$ cat config.mk
export PLATFORM = sky130hd
export DESIGN_NAME = fxp_accumulate
export DESIGN_NICKNAME = d
export VERILOG_FILES = /design/src/rtl/fxp_pkg.sv /design/src/rtl/fxp_saturate.sv /design/src/rtl/fxp_accumulate.sv
export SDC_FILE = /design/constraint.sdc
export NUM_CORES = 1
export LEC_CHECK = 0
export BUFFER_PORTS_ARGS = -buffer_cell sky130_fd_sc_hd__buf_2
export CAP_MARGIN = 10
export CORE_MARGIN = 3
export CORE_UTILIZATION = 48
export DETAILED_ROUTE_END_ITERATION = 8
export PLACE_DENSITY = 0.78
export SLEW_MARGIN = 20
export SYNTH_ARGS = -nofsm -noshare
export SYNTH_HDL_FRONTEND = slang
export SYNTH_HIERARCHICAL = 1
export SYNTH_SLANG_ARGS = --single-unit
$ cat constraint.sdc
create_clock -name clock -period 6.25 [get_ports clock]
set_input_delay 0.3125 -clock clock [delete_from_list [all_inputs] [get_ports clock]]
set_output_delay 0.3125 -clock clock [all_outputs]
set_load 0.02 [all_outputs]
$ cat src/rtl/fxp_pkg.sv
// fxp_pkg: shared definitions for the fixed-point streaming stages.
//   - fxp_state_e   : accumulator FSM states (ACCUM, HOLD)
//   - FXP_*         : default Q-format widths and the widest supported datapath
//   - fxp_clamp     : clamp a signed value to a given two's complement width
//   - fxp_sat_add   : signed add, clamped to a given width
// The helpers compute on an FXP_MAXW-bit signed carrier so they serve any
// configured width up to FXP_MAXW-2 bits; callers size-cast the result down.
package fxp_pkg;

  typedef enum logic [0:0] {
    ACCUM = 1'b0,
    HOLD  = 1'b1
  } fxp_state_e;

  localparam int unsigned FXP_WHOLE = 16;
  localparam int unsigned FXP_FRAC  = 16;
  localparam int unsigned FXP_GUARD = 8;
  localparam int unsigned FXP_COUNT = 8;
  localparam int unsigned FXP_MAXW  = 128;

  // Clamp v into the signed range of 'width' bits; flags whether it moved.
  function automatic logic signed [FXP_MAXW-1:0] fxp_clamp(
    input  logic signed [FXP_MAXW-1:0] v,
    input  int unsigned                width,
    output logic                       clamped
  );
    logic signed [FXP_MAXW-1:0] hi;
    logic signed [FXP_MAXW-1:0] lo;
    logic signed [FXP_MAXW-1:0] res;
    hi = (128'sd1 <<< (width - 32'd1)) - 128'sd1;
    lo = -hi - 128'sd1;
    if (v > hi) begin
      res     = hi;
      clamped = 1'b1;
    end else if (v < lo) begin
      res     = lo;
      clamped = 1'b1;
    end else begin
      res     = v;
      clamped = 1'b0;
    end
    return res;
  endfunction

  // Operands are already within 'width' bits, so the carrier never wraps.
  function automatic logic signed [FXP_MAXW-1:0] fxp_sat_add(
    input  logic signed [FXP_MAXW-1:0] a,
    input  logic signed [FXP_MAXW-1:0] b,
    input  int unsigned                width,
    output logic                       ovf
  );
    return fxp_clamp(a + b, width, ovf);
  endfunction

endpackage

$ cat src/rtl/fxp_saturate.sv
// fxp_saturate: combinational signed clamp from inWidth to outWidth bits.
// Ports:
//   din     in  inWidth   signed value to narrow
//   dout    out outWidth  din clamped to the outWidth signed range
//   clamped out 1         din lay outside the outWidth range
module fxp_saturate
  import fxp_pkg::*;
#(
  parameter int unsigned inWidth  = 40,
  parameter int unsigned outWidth = 32
) (
  input  logic [inWidth-1:0]  din,
  output logic [outWidth-1:0] dout,
  output logic                clamped
);

  logic signed [FXP_MAXW-1:0] clamp_full;
  logic                       clamp_flag;

  always_comb begin
    clamp_full = fxp_clamp(FXP_MAXW'(signed'(din)), outWidth, clamp_flag);
  end

  assign dout    = outWidth'(clamp_full);
  assign clamped = clamp_flag;

endmodule

$ cat src/rtl/fxp_accumulate.sv
// fxp_accumulate: streaming saturating dot-product accumulator.
// Sums a block of signed Qw.f products in an A-bit accumulator (W plus guard
// bits) that saturates internally, then presents one W-bit clamped result.
// Ports:
//   clock, reset          rising-edge clock, async active-high reset
//   clear                 synchronous abort of the block being accumulated
//   in_valid/in_ready     product beat handshake; in_last marks final term
//   product               signed Qw.f term
//   sum_valid/sum_ready   result handshake
//   sum                   saturated signed Qw.f block sum
//   overflow              any saturation (internal or output) in the block
//   term_count            beats in the block, saturating at all-ones
module fxp_accumulate
  import fxp_pkg::*;
#(
  parameter  int unsigned wholeWidth    = FXP_WHOLE,
  parameter  int unsigned fractionWidth = FXP_FRAC,
  parameter  int unsigned guardBits     = FXP_GUARD,
  parameter  int unsigned countWidth    = FXP_COUNT,
  localparam int unsigned W             = wholeWidth + fractionWidth,
  localparam int unsigned A             = W + guardBits
) (
  input  logic                  clock,
  input  logic                  reset,
  input  logic                  clear,
  input  logic                  in_valid,
  output logic                  in_ready,
  input  logic                  in_last,
  input  logic [W-1:0]          product,
  output logic                  sum_valid,
  input  logic                  sum_ready,
  output logic [W-1:0]          sum,
  output logic                  overflow,
  output logic [countWidth-1:0] term_count
);

  fxp_state_e            state_q, state_d;
  logic [A-1:0]          acc_q, acc_d, acc_sum;
  logic                  ovf_q, ovf_d, add_ovf;
  logic [countWidth-1:0] cnt_q, cnt_d, cnt_inc;
  logic [W-1:0]          sum_q, sum_d, sat_sum;
  logic                  overflow_q, overflow_d, sat_clamped;
  logic [countWidth-1:0] term_count_q, term_count_d;
  logic                  accept;

  // Candidate accumulator and counter values if the current beat is taken.
  always_comb begin
    acc_sum = A'(fxp_sat_add(FXP_MAXW'(signed'(acc_q)), FXP_MAXW'(signed'(product)),
                             A, add_ovf));
    cnt_inc = (cnt_q == {countWidth{1'b1}}) ? cnt_q : cnt_q + countWidth'(1'b1);
  end

  // Final narrowing operates on the post-add value so the last beat counts.
  fxp_saturate #(
    .inWidth (A),
    .outWidth(W)
  ) u_sat (
    .din    (acc_sum),
    .dout   (sat_sum),
    .clamped(sat_clamped)
  );

  assign in_ready   = (state_q == ACCUM) && !clear;
  assign accept     = in_valid && in_ready;
  assign sum_valid  = (state_q == HOLD);
  assign sum        = sum_q;
  assign overflow   = overflow_q;
  assign term_count = term_count_q;

  // Next-state logic: accumulate, close a block, or wait for the consumer.
  always_comb begin
    state_d      = state_q;
    acc_d        = acc_q;
    ovf_d        = ovf_q;
    cnt_d        = cnt_q;
    sum_d        = sum_q;
    overflow_d   = overflow_q;
    term_count_d = term_count_q;
    case (state_q)
      ACCUM: begin
        if (clear) begin
          acc_d = '0;
          ovf_d = 1'b0;
          cnt_d = '0;
        end else if (accept && in_last) begin
          sum_d        = sat_sum;
          overflow_d   = ovf_q | add_ovf | sat_clamped;
          term_count_d = cnt_inc;
          acc_d        = '0;
          ovf_d        = 1'b0;
          cnt_d        = '0;
          state_d      = HOLD;
        end else if (accept) begin
          acc_d = acc_sum;
          ovf_d = ovf_q | add_ovf;
          cnt_d = cnt_inc;
        end else begin
          state_d = ACCUM;
        end
      end
      HOLD: begin
        // clear is deliberately ignored here: the pending result survives.
        if (sum_ready) begin
          state_d = ACCUM;
        end else begin
          state_d = HOLD;
        end
      end
      default: begin
        state_d = ACCUM;
      end
    endcase
  end

  // State and result registers.
  always_ff @(posedge clock or posedge reset) begin
    if (reset) begin
      state_q      <= ACCUM;
      acc_q        <= '0;
      ovf_q        <= 1'b0;
      cnt_q        <= '0;
      sum_q        <= '0;
      overflow_q   <= 1'b0;
      term_count_q <= '0;
    end else begin
      state_q      <= state_d;
      acc_q        <= acc_d;
      ovf_q        <= ovf_d;
      cnt_q        <= cnt_d;
      sum_q        <= sum_d;
      overflow_q   <= overflow_d;
      term_count_q <= term_count_d;
    end
  end

endmodule

==> results.cfg, run 1 <==
[clocking]
root_buffer = clkbuf_16
htreeDepth = 3
clock_path_buffers = 2
clkTransAtPathRegs_ns = 0.07
cts_sinks = 91
holdBufCountCts = 0
numCtsBuffers = 9
clock_latency_ns = 0.36
tritoncts = built
postCtsSetupBuffers = 0
cts_resized = 0

[sta]
max_freq_ghz = 0.2000
rsz0062_at_grt = no
fin_tns_setup_ns = 0
setup_viol = 0
worst_slew_margin_rel_pct = 27.00
fin_skew_ns = 0.009178
tightest_slew_ns = 1.095
slew_violations = 0
period_needed_ns = 4.999
hold_violations = 0
min_period_over_period_pct = 79.99
worst_hold_slack_ns = 0.05738

[detailed_routing]
firstDrtPassIters = 6
first_iter_violations = 595
drt_wl_total_mm = 18.82
drc = 0
vias_per_cell = 5.793
ant_nets = 0
wl_per_cell_um = 16.49
dr_total_vias = 6610

[yosys]
synth_warnings = 6
netlist_instances = 906
synth-seq-cells = 91
yosysUniqueCellTypes = 79
syn_area_per_cell_um2 = 8.093
yosysSeqAreaShare_pct = 31.06
synth_top_cell_area_share_pct = 31.06
yosys-top-cells-area = dfrtp_1, nand2_1, ha_1, nor2_1, o211a_1
async_reset_ff_share_pct = 100.0
netlist_area_um2 = 7332
synth_edf_count = 0
synth_top_area_cell = dfrtp_1
syn_nets = 986
dominantRegCellSynth = dfrtp_1

[power_and_ir_drop]
ir_drop_mv = 0.2110
p_per_area_nw_per_um2 = 304.6
p_total_mw = 2.441
power_leakage_nw = 3.804

[floorplanning]
die-area_um2 = 16790
num_rows = 44
core-area_um2 = 14750
io_pins = 81
die_w_um = 129.6
initial_core_util_pct = 49.69
die_y_um = 129.6

[placed_design]
portBuffers = 80
place_hpwl_mm = 13.87
place.gp.congestion = 0.9753
dp_cells = 1125

[critical_path]
cp_max_fo = 32
critPathKind = reg2reg
cp-start-kind = flip-flop
worst_ep_arrival_time_ns = 5.24
cp.required_ns = 6.49
worstSetupEndpointType = flip-flop

[run_status]
outcome = finished, final reports clean

[global_route]
first_global_vias = 6285
antenna_found_initial = 0
grt_overflow = 0
grt_first_pass_wirelength_mm = 30.99
grt_max_degree = 53
track_usage_pct = 22.99

[worst_hold_path]
min_path_type = in2async

[layout]
syn_to_final_growth_pct = 9.300
fin_cells = 1141
fin_nets = 1032
mostFrequentLayoutCell = nand2_1
fin_util_pct = 54.32
final_cell_mix = nand2_1, dfrtp_1, nor2_1
drive_above_1_share_pct = 15.26
antenna_cells = 0

[flow_run]
cap_violations = 0
[synthesized netlist by cell type (3+ instances only)]
cell type	count
xnor2_1	19
a211oi_1	4
a21oi_2	4
nor3_1	18
buf_4	6
nor2b_1	7
nand3_1	13
buf_6	8
nand2b_1	38
or3_1	3
a21oi_1	52
o21a_1	5
o211a_1	31
maj3_1	17
clkbuf_1	21
o21ai_0	42
dfrtp_1	91
a21o_1	17
a211oi_2	4
maj3_2	8
o211ai_1	10
and2_1	3
o21ai_1	42
xor2_1	16
o21bai_1	4
buf_2	14
ha_1	41
nor2_1	85
and3_1	3
nand2_1	192
inv_1	12
o21ai_4	3
mux2i_1	3
a31oi_1	6
nand4_1	10
or2_2	3
o31ai_1	3
[flip-flops by register name, indices dropped and copies added (netlist names)]
name and cells:
acc_q 40, cnt_q 8, overflow 1, ovf_q 1, sum 32, sum_valid 1
term_count 8
[worst paths after layout]
| path | slack [ns] | endpoint | start | cells past startpoint |
|---|---|---|---|---|
| setup / recovery | 1.25 | overflow$_DFFE_PP0P_ | acc_q[3]$_DFFE_PP0P_ | 15 |
| hold / removal | 0.06 | sum[4]$_DFFE_PP0P_ | reset | 2 |
| setup reg to reg | 1.25 | overflow$_DFFE_PP0P_ | acc_q[3]$_DFFE_PP0P_ | 15 |
| hold reg to reg | 0.47 | sum[3]$_DFFE_PP0P_ | sum[3]$_DFFE_PP0P_ | 2 |
| max in group asynchronous | 5.09 | acc_q[24]$_DFFE_PP0P_ | reset | 3 |
| min in group clock | 0.13 | sum_valid$_DFF_PP0_ | sum_ready | 2 |
[where the power goes]
group | switching [mW] | total (mW) | internal, mW
Clock | 0.256 | 0.570 | 0.314
Combinational | 0.705 | 1.12 | 0.418
Sequential | 0.0584 | 0.749 | 0.690
[routing by layer]
layer | vias up | wire length (um) | GRT usage [%]
met5 | - | 0 | 0
met4 | 0 | 625 | 7.641
met3 | 53 | 983 | 4.699
met2 | 176 | 8959 | 37.94
met1 | 3099 | 8248 | 30.24
li1 | 3282 | - | -
[metrics by stage]
step	area (um^2)	setup slack, ns
floorplan	7332	2.605
global placement	7714	1.478
CTS	8014	1.344
global route	8014	0.8145
finish	8014	1.251
detailed placement	7714	1.307
[final cells by class]
class | instances | area, um^2
clock buffer | 10 | 229.0
clock inverter | 6 | 71.32
fill | 1391 | 6740
inverter | 13 | 50.05
multi-input combinational | 751 | 4711
sequential | 91 | 2277
tap | 184 | 230.2
timing repair buffer | 86 | 445.4
[logic make-up (layout without fill, tap and decap cells)]
| kind of cell | Yosys count | in the layout | synth area share [%] |
|---|---|---|---|
| mux | 3 | 3 | 0.4096 |
| buf+inv | 64 | 115 | 4.812 |
| simple gates | 392 | 392 | 24.52 |
| xor+xnor | 35 | 35 | 4.181 |
| fa+ha+maj | 67 | 67 | 10.82 |
| compound gates | 254 | 254 | 24.20 |
| flops | 91 | 91 | 31.06 |
[worst max-delay path, stage by stage, from the launching register on]
cell      delay [ns]
dfrtp_1         0.38
ha_1            0.35
a21o_1          0.21
a21oi_2         0.20
a211oi_2        0.12
o311ai_1        0.40
a21oi_1         0.23
o21ai_4         0.27
nand3_2         0.54
nor2_1          0.77
nor2_1          0.20
nor4_4          0.34
nand3_4         0.33
a21boi_0        0.23
nor3_1          0.18
a31oi_1         0.12
(Power assumes the default switching activity.)
==> run 2, diff against run 1 <==
Settings changed: PLACE_DENSITY 0.78 to 0.81.
Clock period 6.25 ns to 4.35 ns, I/O delays scaled along.
==> run 2 against run 1 <==
Net effect: final cell count is 0.53% higher; clock power is 33% higher; first-iteration DRC count is 8.7% higher; utilization is 0.27 points higher; cell area is 0.50% higher; sequential cell count stayed put; critical path type unchanged; largest cell class unchanged.
==> results.cfg, run 2 (synthesis results as in run 1) <==
[sta]
setup_viol = 0
period_needed_ns = 4.074
fin_tns_setup_ns = 0
max_freq_ghz = 0.2455
rsz0062_at_grt = no
slew_violations = 0
tightest_slew_ns = 0.9161
worst_slew_margin_rel_pct = 38.86
fin_skew_ns = 0.008333
min_period_over_period_pct = 93.65
hold_violations = 0

[floorplanning]
num_rows = 44
die-area_um2 = 16790
core-area_um2 = 14750
die_y_um = 129.6
io_pins = 81
initial_core_util_pct = 49.69
die_w_um = 129.6

[layout]
n_fill_cell = 1391
top_register = acc_q
largest_reg_flops = 40
antenna_cells = 0
drive_above_1_share_pct = 15.89
syn_to_final_growth_pct = 9.846
fin_nets = 1038
mostFrequentLayoutCell = nand2_1
final_cell_mix = nand2_1, dfrtp_1, nor2_1
finish.instance_area_um2 = 8054
fin_util_pct = 54.59

[placed_design]
dpl-instance-area_um2 = 7771
portBuffers = 80
place.gp.congestion = 0.9559
place_hpwl_mm = 14.20

[flow_run]
cap_violations = 0

[power_and_ir_drop]
p_per_area_nw_per_um2 = 430.8
pwr-share-seq_pct = 31.0
p_sw_mw = 1.457
power_leakage_nw = 3.832
power_frac_comb_pct = 47.1
power.share.switching_pct = 41.99
power_frac_clock_pct = 21.9
internal_power_mw = 2.013
ir_drop_mv = 0.2618

[global_route]
grt_overflow = 0
antenna_found_initial = 0
first_global_vias = 6432
grt_max_degree = 59
grt_first_pass_wirelength_mm = 31.61
track_usage_pct = 23.41

[critical_path]
r2r_end = sum[9]$_DFFE_PP0P_
r2r_cells = 15
worst_ep_arrival_time_ns = 4.31
cp-start-kind = flip-flop
cp.required_ns = 4.59
r2r-start = acc_q[3]$_DFFE_PP0P_
critPathKind = reg2reg
cp_max_fo = 31
worstSetupEndpointType = flip-flop
reg2reg_slack_ns = 0.28

[clocking]
numCtsBuffers = 9
cts_resized = 0
postCtsSetupBuffers = 0
holdBufCountCts = 0
clock_path_buffers = 2
htreeDepth = 3
tritoncts = built
cts_sinks = 91
clkTransAtPathRegs_ns = 0.07
root_buffer = clkbuf_16
clock_latency_ns = 0.36

[detailed_routing]
first_iter_violations = 647
ant_nets = 0
drc = 0
drt_wl_total_mm = 19.25
firstDrtPassIters = 5
dr_total_vias = 6717
vias_per_cell = 5.856
wl_per_cell_um = 16.79

[run_status]
outcome = finished, final reports clean

[worst_hold_path]
min_path_type = in2async
run 2: layout make-up:
type	count	area [um^2]	area share, %
multi-input cells	751	4712	58.51
flip-flops and latches	91	2277	28.27
repair buffers	92	503.0	6.245
clock buffers	11	242.7	3.014
well taps	184	230.2	2.858
inverters	13	51.30	0.6369
clock inverters	5	37.54	0.4661
run 2: stage by stage:
stage                     total power, mW  cells  worst slack [ns]  hold WS [ns]
after floorplan                     2.311    906            0.7048        0.3139
after global placement              2.680   1131            0.4368        0.3954
after detailed placement            2.701   1131            0.4007        0.4172
after CTS                           3.472   1147            0.3214       0.04369
after global routing                3.693   1147            0.1067       0.04918
final                               3.470   1147            0.2764      0.001578
run 2: power groups by stage:
stage,clock (mW),combinational (mW),sequential (mW)
CTS,0.773,1.62,1.08
global route,0.810,1.79,1.10
finish,0.760,1.63,1.08
global placement,0,1.59,1.09
floorplan,0,1.10,1.21
detailed placement,0,1.61,1.09
run 2: routing by layer:
metal / vias up / GRT usage [%] / wire, um
li1: 3294 / - / -
met1: 3188 / 29.78 / 8348
met2: 203 / 40.61 / 9580
met3: 32 / 3.586 / 841
met4: 0 / 7.946 / 484
met5: - / 0 / 0
run 2: critical path, cell delays in order, from the launching register on:
cell      delay [ns]
dfrtp_1         0.40
ha_1            0.35
a21o_1          0.21
a21oi_2         0.22
a211oi_2        0.14
o311ai_1        0.35
a21oi_1         0.22
o21ai_4         0.26
nand3_2         0.27
maj3_2          0.43
nor4_4          0.35
nand3_4         0.11
buf_4           0.25
o211a_1         0.25
nand2_1         0.06
nand2_1         0.06
run 2: how the worst max path moves through the flow:
stage,endpoint,depth (start not counted),slack (ns),startpoint
after CTS,sum[28]$_DFFE_PP0P_,15,0.32,acc_q[3]$_DFFE_PP0P_
after global placement,sum[13]$_DFFE_PP0P_,15,0.44,acc_q[3]$_DFFE_PP0P_
after global routing,sum[12]$_DFFE_PP0P_,15,0.11,acc_q[3]$_DFFE_PP0P_
after floorplan,overflow$_DFFE_PP0P_,17,0.70,acc_q[3]$_DFFE_PP0P_
final,sum[9]$_DFFE_PP0P_,15,0.28,acc_q[3]$_DFFE_PP0P_
after detailed placement,sum[13]$_DFFE_PP0P_,15,0.40,acc_q[3]$_DFFE_PP0P_
